<file path="src/rtl/riscv_writeback_unit.sv">
// riscv_writeback_unit: arbitrates ALU/load results onto the regfile write port and tracks pending writes for RAW stalls.
// Optional WB_BYPASS_EN forwards the in-flight write to the issue-stage lookups.
module riscv_writeback_unit #(
  parameter int XLEN = 32,
  parameter int STARVE_LIMIT = 4
) (
  input  logic            clk,
  input  logic            rst,
  input  logic            alu_valid,
  output logic            alu_ready,
  input  logic [4:0]      alu_rd,
  input  logic [XLEN-1:0] alu_data,
  input  logic            mem_valid,
  output logic            mem_ready,
  input  logic [4:0]      mem_rd,
  input  logic [XLEN-1:0] mem_data,
  output logic            rd_we,
  output logic [4:0]      rd_addr,
  output logic [XLEN-1:0] rd_data,
  input  logic            iss_valid,
  input  logic [4:0]      iss_rd,
  input  logic [4:0]      rs1_addr,
  input  logic [4:0]      rs2_addr,
  output logic            rs1_busy,
  output logic            rs2_busy,
  output logic            fwd_rs1_valid,
  output logic            fwd_rs2_valid,
  output logic [XLEN-1:0] fwd_rs1_data,
  output logic [XLEN-1:0] fwd_rs2_data
);
  localparam int CW = $clog2(STARVE_LIMIT + 1);
  localparam logic [CW-1:0] LIM = CW'(STARVE_LIMIT);
  logic [CW-1:0] starve_cnt_q, starve_cnt_d;
  logic rd_we_q, rd_we_d;
  logic [4:0] rd_addr_q, rd_addr_d;
  logic [XLEN-1:0] rd_data_q, rd_data_d;
  logic [31:0] pending_q, pending_d;
  logic alu_win, mem_win, acc, hit1, hit2;
  logic [4:0] sel_rd;
  logic [XLEN-1:0] sel_data;
  always_comb begin
    alu_win = alu_valid & (~mem_valid | (starve_cnt_q == LIM));
    mem_win = mem_valid & ~alu_win;
    alu_ready = ~rst & alu_win;
    mem_ready = ~rst & mem_win;
    acc = alu_win | mem_win;
    sel_rd = alu_win ? alu_rd : mem_rd;
    sel_data = alu_win ? alu_data : mem_data;
    // a waiting ALU that loses can only have lost to mem below the limit, so no explicit saturation
    starve_cnt_d = (rst | ~alu_valid | alu_win) ? '0 : starve_cnt_q + CW'(1);
    rd_we_d = ~rst & acc & (sel_rd != 5'd0);
    rd_addr_d = rst ? '0 : acc ? sel_rd : rd_addr_q;
    rd_data_d = rst ? '0 : acc ? sel_data : rd_data_q;
    pending_d = pending_q;
    if (rd_we_q) pending_d[rd_addr_q] = 1'b0;
    if (iss_valid) pending_d[iss_rd] = 1'b1;
    pending_d[0] = 1'b0;
    if (rst) pending_d = '0;
  end
  always_ff @(posedge clk) begin
    starve_cnt_q <= starve_cnt_d;
    rd_we_q <= rd_we_d;
    rd_addr_q <= rd_addr_d;
    rd_data_q <= rd_data_d;
    pending_q <= pending_d;
  end
`ifdef WB_BYPASS_EN
  assign hit1 = rd_we_q & (rd_addr_q == rs1_addr) & (rs1_addr != 5'd0);
  assign hit2 = rd_we_q & (rd_addr_q == rs2_addr) & (rs2_addr != 5'd0);
  assign fwd_rs1_data = hit1 ? rd_data_q : '0;
  assign fwd_rs2_data = hit2 ? rd_data_q : '0;
`else
  assign hit1 = 1'b0;
  assign hit2 = 1'b0;
  assign fwd_rs1_data = '0;
  assign fwd_rs2_data = '0;
`endif
  assign fwd_rs1_valid = hit1;
  assign fwd_rs2_valid = hit2;
  assign rs1_busy = pending_q[rs1_addr] & ~hit1;
  assign rs2_busy = pending_q[rs2_addr] & ~hit2;
  assign rd_we = rd_we_q;
  assign rd_addr = rd_addr_q;
  assign rd_data = rd_data_q;
endmodule

</file>
<file path="config.mk">
export PLATFORM = sky130hd
export DESIGN_NAME = riscv_writeback_unit
export DESIGN_NICKNAME = d
export VERILOG_FILES = /design/src/rtl/riscv_writeback_unit.sv
export SDC_FILE = /design/constraint.sdc
export NUM_CORES = 1
export LEC_CHECK = 0
export CAP_MARGIN = 5
export CORE_AREA = 2 2 103 105
export CTS_BUF_LIST = sky130_fd_sc_hd__clkbuf_8
export DETAILED_ROUTE_END_ITERATION = 8
export DIE_AREA = 0 0 105 107
export GPL_ROUTABILITY_DRIVEN = 1
export PLACE_DENSITY = 0.81
export REMOVE_ABC_BUFFERS = 1
export SYNTH_ARGS = -nofsm -noshare
export SYNTH_HDL_FRONTEND = slang
export SYNTH_SLANG_ARGS = --single-unit
</file>
<file path="constraint.sdc">
create_clock -name clk -period 2 [get_ports clk]
set_clock_uncertainty 0.05 [all_clocks]
set_input_delay 0.5 -clock clk [delete_from_list [all_inputs] [get_ports clk]]
set_output_delay 0.5 -clock clk [all_outputs]
set_load 0.05 [all_outputs]
</file>
; ---- After elaboration in Yosys (flattened, before gate mapping)
; Index checks and enable logic that the tools add are counted.
[op_classes]
n_addsub = 1
order_cmp = 6
eq_ne = 1
mux = 12
bitwise_logic = 17
reduce_logical = 3
[op_table]
columns = op, n
row1 = $mux W32, 3
row2 = $and A32 B32 Y32, 1
row3 = $not A32 Y32, 1
row4 = $or A32 B32 Y32, 1
row5 = $lt A5 B6 Y1 const B, 4
row6 = $bmux W1 S5, 2
row7 = $demux W1 S5, 2
row8 = $ge A5 B1 Y1 const B, 2
row9 = $and A1 B1 Y1, 6
row10 = $mux W5, 1
row11 = $reduce_bool A5 Y1, 1
row12 = $mux W1, 4
row13 = $not A1 Y1, 4
row14 = $or A1 B1 Y1, 4
row15 = $add A3 B1 Y3 const B, 1
row16 = $eq A3 B3 Y1 const B, 1
row17 = $logic_and A1 B1 Y1, 2
[word_totals]
ff_bits = 73
input_bits = 94
output_inout_bits = 108

; ---- Longest topological paths before layout
[logic_depth]
ltp_word = 9
ltp_mapped = 7
ltp_nobuf = 6

; ---- Worst setup path after synthesis
; OpenSTA, ideal clock, no wires.
[synth_path]
path_kind = in2out
start = input rs1_addr[0]
end = output rs1_busy
t_arrival_ns = 1.803
slack_ns = -0.353
stages = 4
path_buffers = 1
path_cell_list = buf_6 > mux4_1 > o2111ai_1 > nand4_1
[synth_via]
elab_chain_cells = 2
[synth_lines]
columns = item, line
row1 = start: declaration, 22  ; input logic [4:0] rs1_addr,
row2 = $bmux W1 S5, 80  ; assign rs1_busy = pending_q[rs1_addr] & ~hit1;
row3 = $mux W1 (implied by the code), 80
row4 = end: declaration, 24  ; output logic rs1_busy,
; No other way between the ends. The select of a mux whose other input is x is not followed.

; ---- Final worst setup path
[layout_path]
start = register pending_q[7]
end = output rs2_busy
[layout_via]
elab_chain_cells = 2
[layout_lines]
columns = item, line
row1 = start: declaration, 37  ; logic [31:0] pending_q, pending_d;
row2 = start signal: assignment, 65  ; pending_q <= pending_d;
row3 = $bmux W1 S5, 81  ; assign rs2_busy = pending_q[rs2_addr] & ~hit2;
row4 = $mux W1 (implied by the code), 81
row5 = end: declaration, 25  ; output logic rs2_busy,
; No other way between the ends. The select of a mux whose other input is x is not followed.

==> metrics.md <==
| Metric | Value |
|---|---|
| ANT cells | 0 |
| Grt total ovfl | 0 |
| Crit path time final | 2.24 ns |
| DRC viols | 0 |
| Num ports | 202 |
| Initial antenna violation count | 0 |
| Crit path DAT | 1.69 ns |
| Post-synth ARST share | 0% |
| Routed vias | 3,862 |
| Number of global-route vias before repair | 3,762 |
| Critical Path Source Type | flop |
| Layout cells sized above 1 | 19.5% |
| CTS tree | done |
| Dpl hpwl | 8880 um |
| Routed len/inst | 14.6 um |
| Worst hold slack | 0.400 ns |
| Floorplan row count | 37 |
| Total CTS buffers | 9 |
| Worst skew pair latency | 0.34 ns |
| CP max FO | 3 |
| Fin worst setup slack | -0.244 ns |
| Die Area | 11,200 sq um |
| Post-placement cell count | 756 |
| Seq cells post-synth | 72 |
| Non-Filler Instances | 776 |
| Maximum achievable frequency | 0.446 GHz |
| Initial Util | 41.0% |
| Worst vdd ir | 0.000374 V |
| 1st-pass router iterations | 5 |
| Slew Viols, Final | 0 |
| CP Class | reg2out |
| Post-synth EDFFs | 0 |
| Core area | 10,100 sq um |
| Sink Count | 72 |
| Mapped cell area | 4140 sq um |
| Seq/Total Area, Yosys | 34.8% |
| CTS Buffer Depth | 2 |
| RSZ-0062 raised after global routing | true |
| Ys flop type | dfxtp_1 |
| Via-per-instance ratio | 4.98 |
| Hold Violations, Final | 0 |
| Status | finished with violations |
| Final Cycle Share | 112% |
| Yosys cell types | 41 |
| Port Buf Inserts | 135 |
| Setup slack after placement | -0.767 ns |
| Setup-failing EPs final | 3 |
| Fin util | 57.5% |
| CP Data Required Time | 1.45 ns |
| Avg Cell Area, Syn | 8.53 sq um |
| Cells after Synth | 485 |
| First-pass GRT wire length | 18,000 um |
| CP endpoint kind | output port |
| H-Tree Depth | 3 |
| Antenna Nets Post-Route | 0 |
| Area growth from synthesis to layout | 40.2% |
| Synth warnings | 0 |
| Die width | 105 um |
| GP Congestion | 0.899 |
| Tot GR Track Use | 20.2% |
| Die height | 107 um |
| Failing checks | negative setup slack |
| Pwr Density | 657 nW/um^2 |
| Clock-pin slew on the worst setup and hold paths | 0.07 ns |
| Leakage | 2.51 nW |
| Final #Nets | 734 |
| Iter 0 DRT Violations | 195 |
| Largest net degree at the start of global routing | 39 |
| Max cap viols | 0 |
| Root Driver | clkbuf_8 |
| WL final | 11,300 um |
| Worst Hold Class | reg2reg |
-- stage by stage --
stage          instance area [sq um]  TNS [ns]  total power (W)
2_1_floorplan                   3720     -9.29          0.00227
3_5_place_dp                    5480     -4.91          0.00276
3_3_place_gp                    5480     -4.37          0.00274
5_1_grt                         5800    -0.664          0.00396
6_report                        5800    -0.508          0.00381
4_1_cts                         5800    -0.574          0.00383
-- critical path, stage by stage, from the launching register on --
cell and delay (ns):
dfxtp_2 0.33, mux4_2 0.47, nand2b_4 0.15, o211ai_1 0.08, nand4_1 0.14, buf_6 0.18
-- flip-flops by register name, summed over array words and instances (netlist names) --
signal and cells:
rd_we 1, pending_q 31, rd_data 32, rd_addr 5, starve_cnt_q 3
-- synthesized netlist by cell type (3+ instances only) --
| cell type | instances | area (sq um) |
|---|---|---|
| nor3b_1 | 4 | 30.0 |
| nand2b_1 | 4 | 25.0 |
| buf_8 | 3 | 45.0 |
| and3b_1 | 3 | 26.3 |
| mux4_2 | 4 | 90.1 |
| nand2_1 | 74 | 278 |
| a22oi_1 | 4 | 30.0 |
| nor2_1 | 12 | 45.0 |
| a21oi_1 | 38 | 190 |
| nand3b_1 | 6 | 45.0 |
| o21ai_1 | 36 | 180 |
| dfxtp_1 | 72 | 1440 |
| clkbuf_1 | 11 | 41.3 |
| buf_2 | 6 | 30.0 |
| nand3_1 | 10 | 50.1 |
| nor2b_1 | 4 | 25.0 |
| o21ai_0 | 32 | 160 |
| mux2i_1 | 56 | 561 |
| buf_4 | 68 | 510 |
| buf_6 | 3 | 33.8 |
| inv_1 | 4 | 15.0 |
-- layout by cell type (no fill, tap or decap), types with 5 or more instances in the layout --
master,n
a21oi_1,38
buf_12,11
buf_4,64
clkbuf_8,13
clkdlybuf4s50_1,84
conb_1,66
dfxtp_1,67
dfxtp_2,5
mux2i_1,52
mux4_2,5
nand2_1,74
nand3_1,10
nand3b_1,6
nor2_1,12
o21ai_0,32
o21ai_1,36
-- report_power, final --
group          switching (W)  total [W]  internal [W]
sequential         0.0000610    0.00156       0.00150
clock               0.000484    0.00105      0.000566
combinational       0.000763    0.00120      0.000433
total                0.00131    0.00381       0.00250
-- what timing repair did --
action / in CTS / in global routing
setup buffers: 4 / 2
gates cloned: 1 / 0
resized for setup: 46 / 5
hold buffers: 0 / 0
pin swaps: 12 / 6
setup endpoints to repair: 4 / 3
-- area by class of cell --
class                   count  area (sq um)
flip-flops and latches     72          1450
fillers                   868          4290
clock buffers              13           179
multi-input cells         382          2340
inverters                   4          15.0
repair buffers            169          1650
well taps                 136           170
-- kinds of logic (layout without fill, tap and decap cells) --
logic type | Yosys count | in the layout | synth area share, %
compound gates | 119 | 119 | 15.4
flops | 72 | 72 | 34.8
fa+ha+maj | 2 | 2 | 0.604
other cells | 1 | 66 | 0.0906
mux | 62 | 62 | 17.0
simple gates | 133 | 133 | 15.6
buf+inv | 96 | 186 | 16.4
-- layer usage --
metal	up-vias	routed length, um	track usage, %
met5	-	0	0
met4	0	262	8.67
met3	17	1030	5.11
met2	198	5580	35.6
met1	1794	4450	23.2
li1	1853	-	-
-- path summary, 6_finish.rpt --
kind	startpoint	end	slack (ns)	depth (start not counted)
min	rd_data[28]	rd_data[28]	0.40	2
max reg2reg	starve_cnt_q[0]	rd_data[20]	0.21	10
min reg2reg	rd_data[28]	rd_data[28]	0.40	2
max	pending_q[7]	rs2_busy	-0.24	5
No activity file was read; power rests on OpenSTA's default activity.
==> patch: new RTL, same settings <==
`XLEN`: 32 -> 48.
--- a/src/rtl/riscv_writeback_unit.sv
+++ b/src/rtl/riscv_writeback_unit.sv
@@ -1,7 +1,7 @@
 // riscv_writeback_unit: arbitrates ALU/load results onto the regfile write port and tracks pending writes for RAW stalls.
 // Optional WB_BYPASS_EN forwards the in-flight write to the issue-stage lookups.
 module riscv_writeback_unit #(
-  parameter int XLEN = 32,
+  parameter int XLEN = 48,
   parameter int STARVE_LIMIT = 4
 ) (
   input  logic            clk,
Ports: changed (5 resized); port bits go from 202 to 282. No check against the original RTL was run, so the function may have changed too.
==> patch against the original RTL <==
The run still ends with negative setup slack left. Synthesized area grew 20%. Synthesized cell count grew 21%. Worst setup slack lost 2.0 ps. Routed wire length grew 28%. Cell area grew 21%. Power grew 24%. Sequential cell count grew 16. Largest cell class unchanged. Highest routed layer unchanged.
==> patch: results (changes against the original RTL) <==
GPL Wtd Cong=1.036 (+15%); worst skew pair latency=350 ps; Reg-to-Reg End=rd_data[12]; CP endpoint kind=output port; ant diodes=0 (unchanged); setup_tns=-538.5 ps (-30.22 ps); peak supply drop=0.3531 mV (-5.7%); worst reg-to-reg path cell count=9 (-1); initial antenna violation count=0 (unchanged); endpoints failing setup=3 (unchanged); drt pass-1 iters=5 (unchanged); crit-path max FO=3 (unchanged); DRT iter0 DRCs=220 (+13%); Pleak=0.003145 uW (+25%); fin nets=916 (+25%); hold path startpoint=rd_data[29]; max FFs per register=48 (+50%); Clock Tree Buf Depth=2 (unchanged); first-pass GRT wire length=22.11 mm (+23%); Routed WL=14.53 mm (+28%); Synth top cells by count=buf_4 (100), nand2_1 (90), dfxtp_1 (88); max-slew violation count=0 (unchanged); synth unique cells=39 (-4.9%); largest cells by area after synthesis=dfxtp_1 (35%), buf_4 (15%), mux2i_1 (14%), nand2_1 (6.8%), o21ai_0 (5.8%); clock transition at the registers of the reported paths=80 ps; Final HPWL DP=11.33 mm (+28%); layout cell share with drive strength beyond 1=0.1955 (about the same); syn avg cell area=8.502 um^2 (-0.37%); fin worst setup slack=-246.2 ps (-2.011 ps); failing checks=negative setup slack; number of global-route vias before repair=4494 (+19%); drt wl/cell=15.64 um (+7.2%); most common cell in the netlist=buf_4; Placed Cells incl. Taps=908 (+20%); I/O Buffers=183 (+36%); Tot GR Track Use=0.2492 (+0.04709); YS warnings=0 (unchanged); sequential fraction of the synthesis area=0.3536 (+0.005344); TritonCTS Buffers=9 (unchanged); Hold Path Sink=rd_data[29]; DR vias/cell=5.005 (+0.57%); R2R setup slack=190 ps (-20 ps); largest net degree at the start of global routing=55 (+41%); Async SR Flop Fraction=0 (unchanged); outcome=finished with violations
-- patch: changes by cell type after synthesis, sizes merged --
cell / before / now
dfxtp: 72 / 88
nand2: 75 / 91
buf: 80 / 112
o21ai: 68 / 84
mux2i: 56 / 72
clkbuf: 12 / 17
-- patch: cell families (layout without fill, tap and decap cells) --
logic type / after synthesis / count (layout) / share of synthesized area
AND/OR/NAND/NOR: 149 / 149 / 0.1396
AO/OA/AOI/OAI: 135 / 135 / 0.1441
buffers and inverters: 133 / 243 / 0.1851
flip-flops: 88 / 88 / 0.3536
multiplexers: 78 / 78 / 0.1718
adder cells (fa/ha/maj): 2 / 2 / 0.005022
other: 1 / 98 / 0.0007527
-- patch: where the power goes --
| part | leakage (uW) | internal, uW | switching [uW] |
|---|---|---|---|
| clock network | 0.000103 | 605 | 620 |
| registers | 0.000728 | 1840 | 73.2 |
| logic | 0.00231 | 534 | 1040 |
| total | 0.00314 | 2980 | 1740 |
-- patch: layout make-up --
class                   instances  area, um^2
well taps                     136       170.2
fillers                       827        3070
flip-flops and latches         88        1774
multi-input cells             462        2770
clock buffers                  10       137.6
inverters                       4       15.01
clock inverters                 6       60.06
repair buffers                223        2095
-- patch: stage by stage --
step	hold slack, ps	instance area, um^2	util	setup slack (ps)
after floorplan	404.2	4439	-	-945.9
after global placement	387.5	6681	0.6620	-718.8
after detailed placement	395.2	6681	0.6620	-812.9
after CTS	406.8	6985	0.6922	-256.3
after global routing	430.2	7022	0.6958	-313.0
final	403.5	7022	0.6958	-246.2
-- patch: worst max-delay path by stage --
stage	endpoint	slack, ps	start
finish	rs1_busy	-250	pending_q[20]
detailed placement	rs2_busy	-810	rs2_addr[0]
global placement	rs1_busy	-720	rs1_addr[0]
CTS	rs2_busy	-260	pending_q[19]
global route	rs1_busy	-310	pending_q[4]
floorplan	alu_ready	-950	mem_valid
-- patch: metal layers --
| metal | wire, um | global-route usage | vias up |
|---|---|---|---|
| li1 | - | - | 2232 |
| met2 | 7145 | 0.4188 | 256 |
| met1 | 5471 | 0.3025 | 2117 |
| met3 | 1218 | 0.04681 | 45 |
| met4 | 693 | 0.1343 | 0 |
| met5 | 0 | 0 | - |
-- patch: worst max-delay path, cell delays in order, from the launching register on --
cell and delay [ps]:
dfxtp_1 340, mux4_2 470, nand2b_4 150, o2111ai_2 70
nand4_1 140, buf_6 180
-- patch: what timing repair did --
| action | CTS | global route |
|---|---|---|
| pin swaps | 8 | 5 |
| setup endpoints to repair | 4 | 4 |
| cloned | 0 | 1 |
| setup buffers | 3 | 1 |
| gates resized for setup | 46 | 11 |
